$ cat src/rtl/mem_access_unit.sv
// Memory-stage access engine: runs one req/ack data-memory transaction per load/store and
// stalls the pipeline until it completes, is rejected for alignment, or times out.
module mem_access_unit #(
    parameter int TIMEOUT_CYCLES = 16
) (
    input  logic        clk,
    input  logic        rst,
    input  logic        in_valid,
    input  logic        mem_write,
    input  logic        wb_load,
    input  logic [1:0]  mem_store_type,
    input  logic [2:0]  mem_load_type,
    input  logic [31:0] addr,
    input  logic [31:0] store_data,
    output logic        dmem_req,
    output logic        dmem_we,
    output logic [31:0] dmem_addr,
    output logic [3:0]  dmem_be,
    output logic [31:0] dmem_wdata,
    input  logic        dmem_ack,
    input  logic [31:0] dmem_rdata,
    output logic        stall,
    output logic        mem_done,
    output logic [31:0] load_data,
    output logic        misaligned,
    output logic        bus_error
);
    typedef enum logic [1:0] {IDLE = 2'd0, BUSY = 2'd1, DONE = 2'd2} state_t;

    localparam int CNT_W = $clog2(TIMEOUT_CYCLES);
    localparam logic [CNT_W-1:0] CNT_LAST = CNT_W'(TIMEOUT_CYCLES - 1);

    state_t           state, next_state;
    logic [CNT_W-1:0] tmo_cnt;
    logic             start, aligned, need_half, need_word, timeout;
    logic             mis_q, berr_q;
    logic [1:0]       off_p0;
    logic [2:0]       ltype_p0;

    function automatic logic [31:0] extend_load(input logic [2:0] ltype, input logic [1:0] off,
                                                input logic [31:0] rdata);
        logic signed [7:0]  b;
        logic signed [15:0] h;
        b = rdata[8*off +: 8];
        h = rdata[16*off[1] +: 16];
        case (ltype)
            3'b000:  return 32'(b);
            3'b001:  return 32'(h);
            3'b011:  return {24'd0, b};
            3'b100:  return {16'd0, h};
            default: return rdata;
        endcase
    endfunction

    function automatic logic [3:0] store_be(input logic [1:0] st, input logic [1:0] off);
        case (st)
            2'b00:   return 4'b0001 << off;
            2'b01:   return 4'b0011 << {off[1], 1'b0};
            default: return 4'b1111;
        endcase
    endfunction

    function automatic logic [31:0] store_wdata(input logic [1:0] st, input logic [31:0] sd);
        case (st)
            2'b00:   return {4{sd[7:0]}};
            2'b01:   return {2{sd[15:0]}};
            default: return sd;
        endcase
    endfunction

    assign start     = in_valid & (wb_load | (mem_write & (mem_store_type != 2'b11)));
    assign need_half = wb_load ? (mem_load_type == 3'b001 || mem_load_type == 3'b100)
                               : (mem_store_type == 2'b01);
    assign need_word = wb_load ? !(mem_load_type == 3'b000 || mem_load_type == 3'b011 ||
                                   mem_load_type == 3'b001 || mem_load_type == 3'b100)
                               : (mem_store_type == 2'b10);
    assign aligned   = !(need_half && addr[0]) && !(need_word && (addr[1:0] != 2'b00));
    assign timeout   = (state == BUSY) && (tmo_cnt == CNT_LAST);

    always_ff @(posedge clk or posedge rst) begin
        if (rst) state <= IDLE;
        else     state <= next_state;
    end

    always_comb begin
        next_state = state;
        case (state)
            IDLE:    if (start) next_state = aligned ? BUSY : DONE;
            BUSY:    if (dmem_ack || timeout) next_state = DONE;
            DONE:    next_state = IDLE;
            default: next_state = IDLE;
        endcase
    end

    // Reset drops stall at once even if the stalled instruction is still presented.
    always_comb begin
        stall      = 1'b0;
        dmem_req   = 1'b0;
        mem_done   = 1'b0;
        misaligned = 1'b0;
        bus_error  = 1'b0;
        case (state)
            IDLE: stall = start & ~rst;
            BUSY: begin
                stall    = 1'b1;
                dmem_req = 1'b1;
            end
            DONE: begin
                mem_done   = 1'b1;
                misaligned = mis_q;
                bus_error  = berr_q;
            end
            default: ;
        endcase
    end

    // Request capture stage: fields stay frozen for the whole BUSY period.
    always_ff @(posedge clk) begin
        if (state == IDLE && start && aligned) begin
            off_p0   <= addr[1:0];
            ltype_p0 <= mem_load_type;
        end
    end

    always_ff @(posedge clk or posedge rst) begin
        if (rst) begin
            dmem_we    <= 1'b0;
            dmem_addr  <= 32'd0;
            dmem_be    <= 4'd0;
            dmem_wdata <= 32'd0;
            load_data  <= 32'd0;
            mis_q      <= 1'b0;
            berr_q     <= 1'b0;
            tmo_cnt    <= '0;
        end else begin
            case (state)
                IDLE: if (start) begin
                    if (aligned) begin
                        dmem_we    <= ~wb_load;
                        dmem_addr  <= {addr[31:2], 2'b00};
                        dmem_be    <= wb_load ? 4'b1111 : store_be(mem_store_type, addr[1:0]);
                        dmem_wdata <= wb_load ? 32'd0 : store_wdata(mem_store_type, store_data);
                    end else begin
                        mis_q     <= 1'b1;
                        load_data <= 32'd0;
                    end
                end
                BUSY: begin
                    if (dmem_ack) begin
                        load_data <= dmem_we ? 32'd0 : extend_load(ltype_p0, off_p0, dmem_rdata);
                        tmo_cnt   <= '0;
                    end else if (timeout) begin
                        berr_q    <= 1'b1;
                        load_data <= 32'd0;
                        tmo_cnt   <= '0;
                    end else begin
                        tmo_cnt <= tmo_cnt + 1'b1;
                    end
                end
                DONE: begin
                    mis_q   <= 1'b0;
                    berr_q  <= 1'b0;
                    tmo_cnt <= '0;
                end
                default: ;
            endcase
        end
    end
endmodule

$ cat config.mk
export PLATFORM = sky130hd
export DESIGN_NAME = mem_access_unit
export DESIGN_NICKNAME = d
export VERILOG_FILES = /design/src/rtl/mem_access_unit.sv
export SDC_FILE = /design/constraint.sdc
export NUM_CORES = 1
export LEC_CHECK = 0
export ABC_CLOCK_PERIOD_IN_PS = 4300
export BUFFER_PORTS_ARGS = -buffer_cell sky130_fd_sc_hd__buf_4
export CORE_MARGIN = 8
export CORE_UTILIZATION = 35
export DETAILED_ROUTE_END_ITERATION = 7
export GPL_TIMING_DRIVEN = 0
export PLACE_DENSITY = 0.56
export SYNTH_ARGS = -nofsm -noshare
export SYNTH_HDL_FRONTEND = slang
export SYNTH_SLANG_ARGS = --single-unit
$ cat constraint.sdc
create_clock -name clk -period 4.3 [get_ports clk]
set_input_delay 0.645 -clock clk [delete_from_list [all_inputs] [get_ports clk]]
set_output_delay 0.645 -clock clk [all_outputs]
set_load 0.01 [all_outputs]
# Word level (Yosys, flattened, before mapping)
# Cells that the tools add are included.
# W data, S select, Z words.
[word_totals]
reg_bits = 112
in_bits = 107
output_inout_bits = 106
[op_classes]
add_sub_neg = 1
n_eq_ne = 18
shifts = 4
n_mux = 31
n_bitwise = 6
reduce_logical = 27
[op_table]
columns = ["op", "n"]
rows = [
  ["$mux W32", 6],
  ["$pmux W32 S2", 2],
  ["$pmux W32 S4", 1],
  ["$shiftx A32 B6 Y16", 1],
  ["$shiftx A32 B6 Y8", 1],
  ["$pmux W4 S2", 2],
  ["$mux W4", 3],
  ["$mux W1", 10],
  ["$ne A2 B2 Y1 const B", 5],
  ["$reduce_and A3 Y1", 3],
  ["$reduce_bool A2 Y1", 4],
  ["$eq A3 B1 Y1 const B", 2],
  ["$eq A3 B2 Y1 const B", 2],
  ["$eq A3 B3 Y1 const B", 2],
  ["$logic_and A1 B1 Y1", 6],
  ["$logic_not A3 Y1", 2],
  ["$mux W2", 3],
  ["$pmux W1 S2", 3],
  ["$logic_or A1 B1 Y1", 5],
  ["$add A4 B1 Y4 const B", 1],
  ["$eq A2 B1 Y1 const B", 2],
  ["$eq A2 B2 Y1 const B", 2],
  ["$eq A4 B4 Y1 const B", 1],
  ["$logic_not A2 Y1", 2],
  ["11 further kinds", 16],
]

# Logic depth before layout (Yosys ltp)
# Gate-level depths: netlist (run 1).
[logic_depth]
ltp_word = 12
mapped_depth = 8

# Worst setup path after synthesis (run 1)
# Ideal clock, no wire load.
[synth_timing]
path_kind = "input port to output port"
start = "input rst"
end = "output stall"
arrival_time_ns = 3.166
t_required_ns = 3.655
slack_ns = 0.489
path_stages = 2
path_buffers = 0
path_cell_list = "inv_1 a21o_1"
[synth_via]
elab_chain_len = 3
[synth_lines]
columns = ["item", "line_no", "text"]
rows = [
  ["from (decl)", "7", "input logic rst,"],
  ["$not A1 Y1", "103", "IDLE: stall = start & ~rst;"],
  ["$and A1 B1 Y1", "103", ""],
  ["$pmux W1 S2", "102", "case (state)"],
  ["to (decl)", "22", "output logic stall,"],
]
# Every way passes these cells.

# Final worst setup path (run 1)
# Same ends and word-level chain as after synthesis.

==> results of run 1 <==
==> area by class of cell <==
type                            instances  area, µm²  share of cell area
Buffer                                 36        225              0.0280
Tap cell                              220        275              0.0343
Inverter                               24       92.6              0.0115
Sequential cell                       112       2830               0.352
Clock buffer                           12        246              0.0307
Multi-Input combinational cell        364       2730               0.340
Timing Repair Buffer                  209       1590               0.198
Clock inverter                          3       42.5             0.00530
==> power groups by stage <==
stage	clock (mW)	combinational, mW	sequential [mW]
floorplan	0	0.825	1.84
finish	0.848	1.91	1.71
global route	0.918	2.08	1.75
CTS	0.873	1.95	1.71
detailed placement	0	1.94	1.72
global placement	0	1.91	1.70
==> cells by family after synthesis <==
kind of cell    Yosys count  synth area share
other cells               1          0.000639
xor+xnor                  1           0.00149
mux                     104             0.204
buf+inv                  60            0.0537
compound gates          126             0.157
simple gates            127            0.0929
fa+ha+maj                 4           0.00853
flops                   112             0.482
==> how the worst min path moves through the flow <==
stage | from | endpoint | slack [ns] | cells past startpoint
floorplan | berr_q$_DFFE_PP0P_ | berr_q$_DFFE_PP0P_ | 0.44 | 2
global placement | berr_q$_DFFE_PP0P_ | berr_q$_DFFE_PP0P_ | 0.46 | 2
detailed placement | berr_q$_DFFE_PP0P_ | berr_q$_DFFE_PP0P_ | 0.47 | 2
CTS | rst | dmem_addr[23]$_DFFE_PP0P_ | 0.42 | 2
global route | rst | dmem_addr[9]$_DFFE_PP0P_ | 0.46 | 2
finish | rst | dmem_addr[19]$_DFFE_PP0P_ | 0.40 | 2
==> metal layers <==
metal	part of all wire	track usage	routed length, µm
met5	0	0	0
met4	0.013	0.0552	250
met3	0.087	0.0675	1650
met2	0.47	0.285	8860
met1	0.43	0.214	8230
==> flip-flops by register name, indices dropped and copies added, names as in the netlist <==
name	cells
berr_q	1
dmem_addr	30
dmem_be	4
dmem_wdata	32
dmem_we	1
load_data	32
ltype_p0	3
mis_q	1
off_p0	2
state	2
tmo_cnt	4
==> synthesized netlist by cell type (4+ instances only) <==
master / number
o221a_2: 7
clkbuf_1: 8
dfrtp_1: 107
buf_6: 6
a31oi_1: 4
a21oi_1: 17
nand2b_1: 8
mux2_2: 22
mux2i_1: 55
buf_2: 12
o31ai_1: 26
inv_1: 23
o21ai_0: 30
buf_4: 8
ha_1: 4
a22oi_1: 14
nand2_1: 48
o221ai_1: 7
edfxtp_1: 5
nor2_1: 56
mux2_4: 26
==> worst max-delay path, cell delays in order <==
cell and delay (ns):
buf_4 0.12, inv_4 0.47, buf_16 0.34, a21o_1 0.16, buf_4 0.11
==> layout by cell type, fill, tap and decap left out, types with 3 or more instances in the layout <==
cell type / n
a21oi_1: 17
nand3_1: 3
o221ai_1: 7
mux2_4: 26
a31oi_1: 4
o21ai_0: 30
mux2i_1: 55
o221a_2: 7
buf_4: 216
edfxtp_1: 5
o31ai_1: 26
nand2_1: 48
a22oi_1: 14
nor2b_1: 3
ha_1: 4
nand2b_1: 8
mux2_2: 22
and2_1: 3
clkbuf_1: 10
dfrtp_1: 107
nor2_1: 56
o211ai_1: 3
buf_6: 6
buf_2: 12
inv_1: 22
clkbuf_16: 9
==> stage by stage <==
| stage | std cells | setup slack (ns) | hold slack (ns) | area, µm² |
|---|---|---|---|---|
| 2_1_floorplan | 536 | 0.489 | 0.441 | 5870 |
| 3_3_place_gp | 964 | -0.618 | 0.457 | 7710 |
| 3_5_place_dp | 965 | 1.67 | 0.469 | 7740 |
| 4_1_cts | 980 | 1.67 | 0.424 | 8030 |
| 5_1_grt | 980 | 1.57 | 0.459 | 8030 |
| 6_report | 980 | 1.74 | 0.402 | 8030 |
==> impl_metrics.csv, run 1 <==
group,metric,value,unit
logic_synthesis,synth_edf_count,5,
critical_path,r2r_start,"state[1]$_DFFE_PP0P_",
placed_design,portBuffers,208,
critical_path,worst_ep_required_time,3.65,ns
cells_and_area,nNetsFinal,867,
clock_network,cts-root-buf,"clkbuf_16",
sta,setup_viol,0,
logic_synthesis,synth_largest_area_cell,"dfrtp_1",
critical_path,endpoint_kind,"output pin",
clock_network,cts_buffers,9,
pwr,seqPwrFrac,0.383,
sta,setup-tns-final,0,ns
pwr,p_sw,1.55,mW
sta,skew,0.0114,ns
sta,drv_slew,0,
critical_path,crit_start,"rst",
logic_synthesis,syn-cell-area,5870,µm²
floorplan,die_x,146,µm
sta,worst_pin_slew,0.842,ns
detailed_routing,ant_nets,0,
critical_path,r2r_end,"load_data[26]$_DFFE_PP0P_",
run,max-cap-violations,0,
logic_synthesis,synthDistinctLibCells,50,
cells_and_area,fin_util,0.488,
grt,grt_pass1_wl,29900,µm
clock_network,hold_buffers,0,
sta,fmax,0.391,GHz
sta,relSlewSlack,0.437,
clock_network,clk_pin_slew,0.07,ns
critical_path,path_max_fanout,58,
detailed_routing,routedWlPerCell,19.4,µm
cells_and_area,fillCellCount,1539,
pwr,p_clk_frac,0.190,
logic_synthesis,ys_async_sr_fraction,0.955,
grt,grt_pass1_vias,5365,
clock_network,cts_resized,0,
grt,grt_antenna_before_repair,0,
floorplan,start_util,0.357,
placed_design,gp_congestion,0.896,
grt,grt_overflow,0,
cells_and_area,antennaDiodeCount,0,
critical_path,worstPathArrival,1.92,ns
min_path,holdCritPathClass,"in -> async",
pwr,comb_power_share,0.428,
sta,hold_violations,0,
floorplan,die_y,146,µm
clock_network,ctsHtreeMaxLevel,3,
critical_path,ff2ff_path_depth,8,
logic_synthesis,yosysWarnings,0,
detailed_routing,drt-total-wl,19000,µm
floorplan,die_area,21200,µm²
placed_design,hpwl,15000,µm
floorplan,io_pins,213,
logic_synthesis,ys_seq_area_frac,0.482,
pwr,p_int,2.92,mW
clock_network,insertion_delay,0.36,ns
pwr,leakage,3.90,nW
logic_synthesis,synth-seq-cells,112,
sta,fin_crit,2.56,ns
sta,rsz0062_at_grt,"no",
critical_path,startpoint_type,"input pin",
pwr,pwr_density_cell,557,nW/µm²
critical_path,ff2ff_setup_slack,2.04,ns
logic_synthesis,avgSynthCellArea,11.0,µm²
floorplan,rows,47,
pwr,ir_drop,0.000333,V
detailed_routing,dr.pass1.iters,4,
critical_path,crit_type,"in -> out",
run_status,outcome,"finished clean",
grt,grt_max_degree,59,
clock_network,cts_tree,"done",
clock_network,clockBufferDepth,2,
detailed_routing,drt_iter0_drc,240,
cells_and_area,drive_above_1_share,0.414,
logic_synthesis,synth_ff_type,"dfrtp_1",
clock_network,postCtsSetupBuffers,0,
logic_synthesis,ys_top_cells_by_area,"dfrtp_1, mux2i_1, mux2_4",
cells_and_area,synthToLayoutAreaGrowth,36.8,%
critical_path,worstSetupEndpoint,"stall",
logic_synthesis,synth_cells,535,
detailed_routing,num_vias,4964,
pwr,power.total,4.47,mW
grt,grt.total_usage,0.177,
detailed_routing,drc,0,
sta,timing.final.crit_share,0.595,
pwr,switching_share,0.348,
logic_synthesis,synth.top_cell.area_share,0.456,
floorplan,core,16500,µm²
clock_network,cts.sinks,112,
detailed_routing,vias_per_cell,5.07,
No activity file was read; power rests on OpenSTA's default activity.
==> run 2, diff against run 1 <==
--- a/config.mk
+++ b/config.mk
@@ -5,7 +5,8 @@
 export SDC_FILE = /design/constraint.sdc
 export NUM_CORES = 1
 export LEC_CHECK = 0
-export ABC_CLOCK_PERIOD_IN_PS = 4300
+export ABC_AREA = 1
+export ABC_CLOCK_PERIOD_IN_PS = 2550
 export BUFFER_PORTS_ARGS = -buffer_cell sky130_fd_sc_hd__buf_4
 export CORE_MARGIN = 8
 export CORE_UTILIZATION = 35
==> constraint.sdc (replaced) <==
create_clock -name clk -period 2.55 [get_ports clk]
set_input_delay 0.3825 -clock clk [delete_from_list [all_inputs] [get_ports clk]]
set_output_delay 0.3825 -clock clk [all_outputs]
set_load 0.01 [all_outputs]
==> impl_metrics.csv, run 2 <==
group,metric,value,unit
floorplan,rows,46,
logic_synthesis,yosysWarnings,0,
sta,setup_viol,0,
detailed_routing,drt-total-wl,19300,µm
sta,worst_pin_slew,0.542,ns
run_status,outcome,"finished clean",
detailed_routing,ant_nets,0,
cells_and_area,fin_cells,1196,
detailed_routing,vias_per_cell,4.64,
placed_design,gp_congestion,0.855,
detailed_routing,routedWlPerCell,16.1,µm
clock_network,cts.sinks,112,
critical_path,r2r_end,"load_data[8]$_DFFE_PP0P_",
critical_path,worstPathArrival,2.46,ns
cells_and_area,final_cell_mix,"nand2_1, buf_4, dfrtp_1",
pwr,ir_drop,0.000514,V
sta,skew,0.00994,ns
logic_synthesis,synthDistinctLibCells,33,
sta,hold_violations,0,
detailed_routing,dr.pass1.iters,4,
placed_design,placed_cells,1180,
cells_and_area,nNetsFinal,1086,
run,max-cap-violations,0,
sta,rsz0062_at_grt,"no",
cells_and_area,antennaDiodeCount,0,
clock_network,ctsHtreeMaxLevel,3,
floorplan,start_util,0.359,
detailed_routing,drt_iter0_drc,317,
cells_and_area,drive_above_1_share,0.294,
critical_path,path_max_fanout,10,
logic_synthesis,avgSynthCellArea,7.58,µm²
grt,grt_pass1_wl,29700,µm
sta,setup-tns-final,0,ns
logic_synthesis,syn-cell-area,5700,µm²
cells_and_area,biggestRegsByFlops,"dmem_wdata: 32 flops, load_data: 32 flops, dmem_addr: 30 flops",
sta,hold_ws,0.0489,ns
logic_synthesis,ys_top_cells_by_area,"dfrtp_1, nand2_1, a21oi_1",
clock_network,cts_buffers,9,
cells_and_area,fin_util,0.498,
cells_and_area,fillCellCount,1649,
logic_synthesis,yosysMostFrequentCell,"nand2_1",
grt,grt_overflow,0,
placed_design,portBuffers,208,
floorplan,die_x,144,µm
clock_network,clk_pin_slew,0.08,ns
sta,timing.final.crit_share,0.848,
critical_path,startpoint_type,"flop",
logic_synthesis,ys_seq_area_frac,0.496,
critical_path,worst_path_most_repeated_cell,"nand2_1",
sta,fin_crit,2.16,ns
cells_and_area,final_common_cell,"nand2_1",
critical_path,endpoint_kind,"flop",
critical_path,cp_slowest_stage_delay,0.44,ns
logic_synthesis,synth_commonest_cells,"nand2_1, dfrtp_1, a21oi_1, nor2_1, inv_1",
clock_network,postCtsSetupBuffers,0,
critical_path,r2r_start,"state[1]$_DFFE_PP0P_",
detailed_routing,drc,0,
grt,grt_pass1_vias,5538,
grt,grt_antenna_before_repair,0,
sta,relSlewSlack,0.637,
clock_network,cts-root-buf,"clkbuf_16",
critical_path,crit_type,"reg -> reg",
clock_network,cts_resized,0,
logic_synthesis,synth_largest_area_cell,"dfrtp_1",
floorplan,io_pins,213,
clock_network,clockBufferDepth,2,
critical_path,worst_ep_required_time,2.84,ns
clock_network,cts_tree,"done",
logic_synthesis,synth.top_cell.area_share,0.470,
floorplan,die_area,20600,µm²
cells_and_area,synthToLayoutAreaGrowth,38.7,%
clock_network,hold_buffers,0,
floorplan,core,15900,µm²
pwr,pwr_density_cell,956,nW/µm²
pwr,leakage,4.28,nW
logic_synthesis,synth_ff_type,"dfrtp_1",
sta,drv_slew,0,
detailed_routing,num_vias,5548,
logic_synthesis,synth_edf_count,5,
logic_synthesis,synth-seq-cells,112,
logic_synthesis,synth_cells,752,
min_path,holdCritPathClass,"in -> async",
logic_synthesis,ys_async_sr_fraction,0.955,
critical_path,slowest_stage,"nor2_1",
grt,grt.total_usage,0.185,
clock_network,insertion_delay,0.36,ns
critical_path,crit_chain,"inv_1, ha_1, nand2_1, nor2_1, buf_2, o21ai_0, a21oi_1, nand3_1, nand2_1",
critical_path,ff2ff_path_depth,9,
critical_path,ff2ff_setup_slack,0.39,ns
placed_design,pre_cts_slack,0.376,ns
sta,finalWorstSetupSlack,0.387,ns
sta,fmax,0.462,GHz
grt,grt_max_degree,32,
placed_design,hpwl,15200,µm
floorplan,die_y,144,µm
-- run 2: per-layer routing --
metal / up-vias / track usage / share of wire
met3: 14 / 0.0826 / 0.11
met4: 0 / 0.0393 / 0.0089
met2: 185 / 0.297 / 0.46
met1: 2523 / 0.226 / 0.42
met5: - / 0 / 0
li1: 2826 / - / -
-- run 2: worst max path at each step --
stage                                to                 start  slack [ns]
3_5_place_dp   load_data[8]$_DFFE_PP0P_  state[1]$_DFFE_PP0P_        0.38
4_1_cts        load_data[8]$_DFFE_PP0P_  state[1]$_DFFE_PP0P_        0.34
3_3_place_gp                      stall                   rst       -1.03
6_report       load_data[8]$_DFFE_PP0P_  state[1]$_DFFE_PP0P_        0.39
5_1_grt        load_data[7]$_DFFE_PP0P_  state[1]$_DFFE_PP0P_        0.19
2_1_floorplan                     stall                   rst       -0.01
-- run 2: worst max-delay path: cells and delay by family, from the launching register on --
family	cells	cell delay, ns
adder cells (fa/ha/maj)	1	0.25
flip-flops	1	0.41
AND/OR/NAND/NOR	4	0.73
AO/OA/AOI/OAI	2	0.28
buffers and inverters	2	0.42
-- run 2: cell type report --
class	instances	area [µm²]	share of cell area
clock inverter	4	50.0	0.00633
buffer	37	245	0.0310
multi-input combinational	564	2480	0.314
clock buffer	12	256	0.0324
tap	216	270	0.0342
sequential	112	2830	0.358
timing repair buffer	211	1620	0.205
inverter	40	154	0.0195
-- run 2: logic make-up (layout without fill, tap and decap cells) --
kind of cell / count (synthesis) / in the layout / synth area share
and+or+nand+nor: 441 / 441 / 0.317
AOI/OAI and AO/OA: 116 / 116 / 0.107
DFF: 112 / 112 / 0.496
buffers and inverters: 77 / 304 / 0.0694
adders and majority gates: 4 / 4 / 0.00878
other: 1 / 2 / 0.000658
xor gates and xnor gates: 1 / 1 / 0.00154
-- run 2: metrics by stage --
stage,power (mW),instance area [µm²]
floorplan,4.45,5710
finish,7.56,7910
CTS,7.67,7910
global placement,6.11,7540
global route,8.09,7910
detailed placement,6.13,7600
-- run 2: power breakdown --
part / total, mW / internal [mW] / leakage (nW) / switching (mW)
combinational: 3.24 / 1.47 / 2.68 / 1.77
clock: 1.51 / 0.821 / 0.154 / 0.688
sequential: 2.81 / 2.42 / 1.45 / 0.384
total: 7.56 / 4.72 / 4.28 / 2.84
==> run 3, diff against run 2 <==
--- a/config.mk
+++ b/config.mk
@@ -5,8 +5,8 @@
 export SDC_FILE = /design/constraint.sdc
 export NUM_CORES = 1
 export LEC_CHECK = 0
-export ABC_AREA = 1
-export ABC_CLOCK_PERIOD_IN_PS = 2550
+export ABC_AREA = 0
+export ABC_CLOCK_PERIOD_IN_PS = 2100
 export BUFFER_PORTS_ARGS = -buffer_cell sky130_fd_sc_hd__buf_4
 export CORE_MARGIN = 8
 export CORE_UTILIZATION = 35
==> constraint.sdc (replaced) <==
create_clock -name clk -period 2.1 [get_ports clk]
set_input_delay 0.315 -clock clk [delete_from_list [all_inputs] [get_ports clk]]
set_output_delay 0.315 -clock clk [all_outputs]
set_load 0.01 [all_outputs]
==> impl_metrics.csv, run 3 (synthesis results as in run 1) <==
group,metric,value,unit
critical_path,endpoint_kind,"flop",
cells_and_area,nNetsFinal,874,
sta,setup_viol,0,
critical_path,cp_slowest_stage_delay,0.42,ns
grt,grt_pass1_wl,30800,µm
detailed_routing,dr.pass1.iters,4,
floorplan,core,16500,µm²
grt,gr-usage-met2,0.296,
placed_design,portBuffers,208,
grt,grt.total_usage,0.180,
critical_path,worst_ep_required_time,2.34,ns
critical_path,crit_family,"buffers and inverters",
grt,grt_antenna_before_repair,0,
clock_network,cts.sinks,112,
min_path,holdCritPathClass,"in -> async",
placed_design,gp_congestion,0.852,
critical_path,slowest_stage,"dfrtp_1",
critical_path,ff2ff_path_depth,8,
sta,drv_slew,0,
critical_path,r2r_start,"tmo_cnt[0]$_DFFE_PP0P_",
critical_path,crit_type,"reg -> reg",
grt,grt_max_degree,40,
clock_network,insertion_delay,0.35,ns
floorplan,start_util,0.357,
cells_and_area,stdcell_area,8210,µm²
detailed_routing,routedWlPerCell,19.5,µm
critical_path,worst-path-buf-inv,3,
clock_network,clockBufferDepth,2,
clock_network,clk_pin_slew,0.07,ns
sta,hold_ws,0.0308,ns
cells_and_area,drive_above_1_share,0.439,
detailed_routing,vias_per_cell,5.07,
critical_path,worstPathArrival,2.28,ns
pwr,ir_drop,0.000710,V
detailed_routing,drt_iter0_drc,216,
critical_path,crit_chain,"ha_4, nand3_2, nor3b_4, buf_4, o32ai_4, buf_12, buf_8, mux2_4",
sta,timing.final.crit_share,0.972,
cells_and_area,final_common_cell,"buf_4",
critical_path,path_max_fanout,10,
detailed_routing,num_vias,5006,
grt,grt_overflow,0,
cells_and_area,synthToLayoutAreaGrowth,39.9,%
cells_and_area,biggestRegsByFlops,"dmem_wdata: 32 flops, load_data: 32 flops, dmem_addr: 30 flops",
detailed_routing,drt-total-wl,19300,µm
clock_network,cts_tree,"done",
floorplan,die_y,146,µm
grt,busiest_layer,"met2",
detailed_routing,drc,0,
critical_path,startpoint_type,"flop",
clock_network,cts-root-buf,"clkbuf_16",
grt,grt_use_met1,0.215,
pwr,pwr_density_cell,1140,nW/µm²
floorplan,rows,47,
sta,fmax,0.490,GHz
cells_and_area,fin_cells,988,
critical_path,r2r_end,"load_data[24]$_DFFE_PP0P_",
clock_network,cts_buffers,9,
floorplan,io_pins,213,
grt,grt_pass1_vias,5548,
sta,relSlewSlack,0.424,
sta,worst_pin_slew,0.861,ns
placed_design,hpwl,15100,µm
sta,hold_violations,0,
critical_path,ff2ff_setup_slack,0.06,ns
floorplan,die_x,146,µm
run,max-cap-violations,0,
placed_design,place_area,7750,µm²
pwr,power.total,9.36,mW
clock_network,ctsHtreeMaxLevel,3,
cells_and_area,final_cell_mix,"buf_4, dfrtp_1, nor2_1, mux2i_1, nand2_1",
sta,setup-tns-final,0,ns
pwr,leakage,3.93,nW
detailed_routing,ant_nets,0,
grt,grt_util_met3,0.0784,
sta,fin_crit,2.04,ns
sta,skew,0.00669,ns
placed_design,placed_cells,966,
run_status,outcome,"finished clean",
clock_network,hold_buffers,0,
cells_and_area,antennaDiodeCount,0,
floorplan,die_area,21200,µm²
## run 3: changes by cell type in the layout (fill, tap and decap cells not counted), moves of 18 or more
| cell | previous run | this run |
|---|---|---|
| a21oi_1 | 46 | 16 |
| mux2_2 | 0 | 22 |
| mux2_4 | 0 | 26 |
| mux2i_1 | 0 | 55 |
| nand2_1 | 341 | 48 |
| nand3_1 | 35 | 2 |
| nor2_1 | 37 | 55 |
| o21ai_1 | 23 | 1 |
| o31ai_1 | 0 | 26 |
## run 3: cell type report
cell class / instances / area [µm²]
Fill cell: 1546 / 8250
Sequential cell: 112 / 2830
Multi-Input combinational cell: 364 / 2810
Timing Repair Buffer: 215 / 1650
Tap cell: 220 / 275
Clock buffer: 10 / 239
Buffer: 36 / 239
Inverter: 24 / 97.6
Clock inverter: 6 / 67.6
Timing Repair inverter: 1 / 5.00
## run 3: through the flow
step / setup WS, ns / utilization
2_1_floorplan: -0.457 / -
6_report: 0.0592 / 0.499
3_3_place_gp: -1.38 / 0.469
5_1_grt: -0.00883 / 0.499
4_1_cts: 0.00754 / 0.492
3_5_place_dp: -0.262 / 0.471
## run 3: timing repair
action                     in CTS  in global routing
buffers inserted                0                  5
setup endpoints to repair      40                 35
resized for setup               7                 14
gates cloned                    1                  0
pin swaps                       1                  4
## run 3: where the power goes
group          total, mW  internal, mW  switching (mW)
Clock               1.80         0.964           0.832
Sequential          3.50          2.98           0.525
Combinational       4.06          2.14            1.93
## run 3: how the worst max path moves through the flow
stage | start | slack [ns] | endpoint | cells after the start
final | tmo_cnt[0]$_DFFE_PP0P_ | 0.06 | load_data[24]$_DFFE_PP0P_ | 8
after global routing | tmo_cnt[1]$_DFFE_PP0P_ | -0.009 | load_data[15]$_DFFE_PP0P_ | 8
after global placement | rst | -1.38 | stall | 4
after floorplan | rst | -0.46 | stall | 2
after detailed placement | rst | -0.26 | stall | 5
after CTS | state[1]$_DFFE_PP0P_ | 0.008 | load_data[17]$_DFFE_PP0P_ | 8
## run 3: metal layers
layer,share of wire,vias to the layer above
met1,0.42,2475
li1,-,2357
met3,0.092,10
met5,0,-
met2,0.48,164
met4,0.0073,0
## run 3: worst register-to-register path: stages (launching register included)
cell	delay [ns]
dfrtp_1	0.42
ha_4	0.18
nand3_2	0.09
nor3b_4	0.18
buf_4	0.14
o32ai_4	0.29
buf_12	0.17
buf_8	0.16
mux2_4	0.31
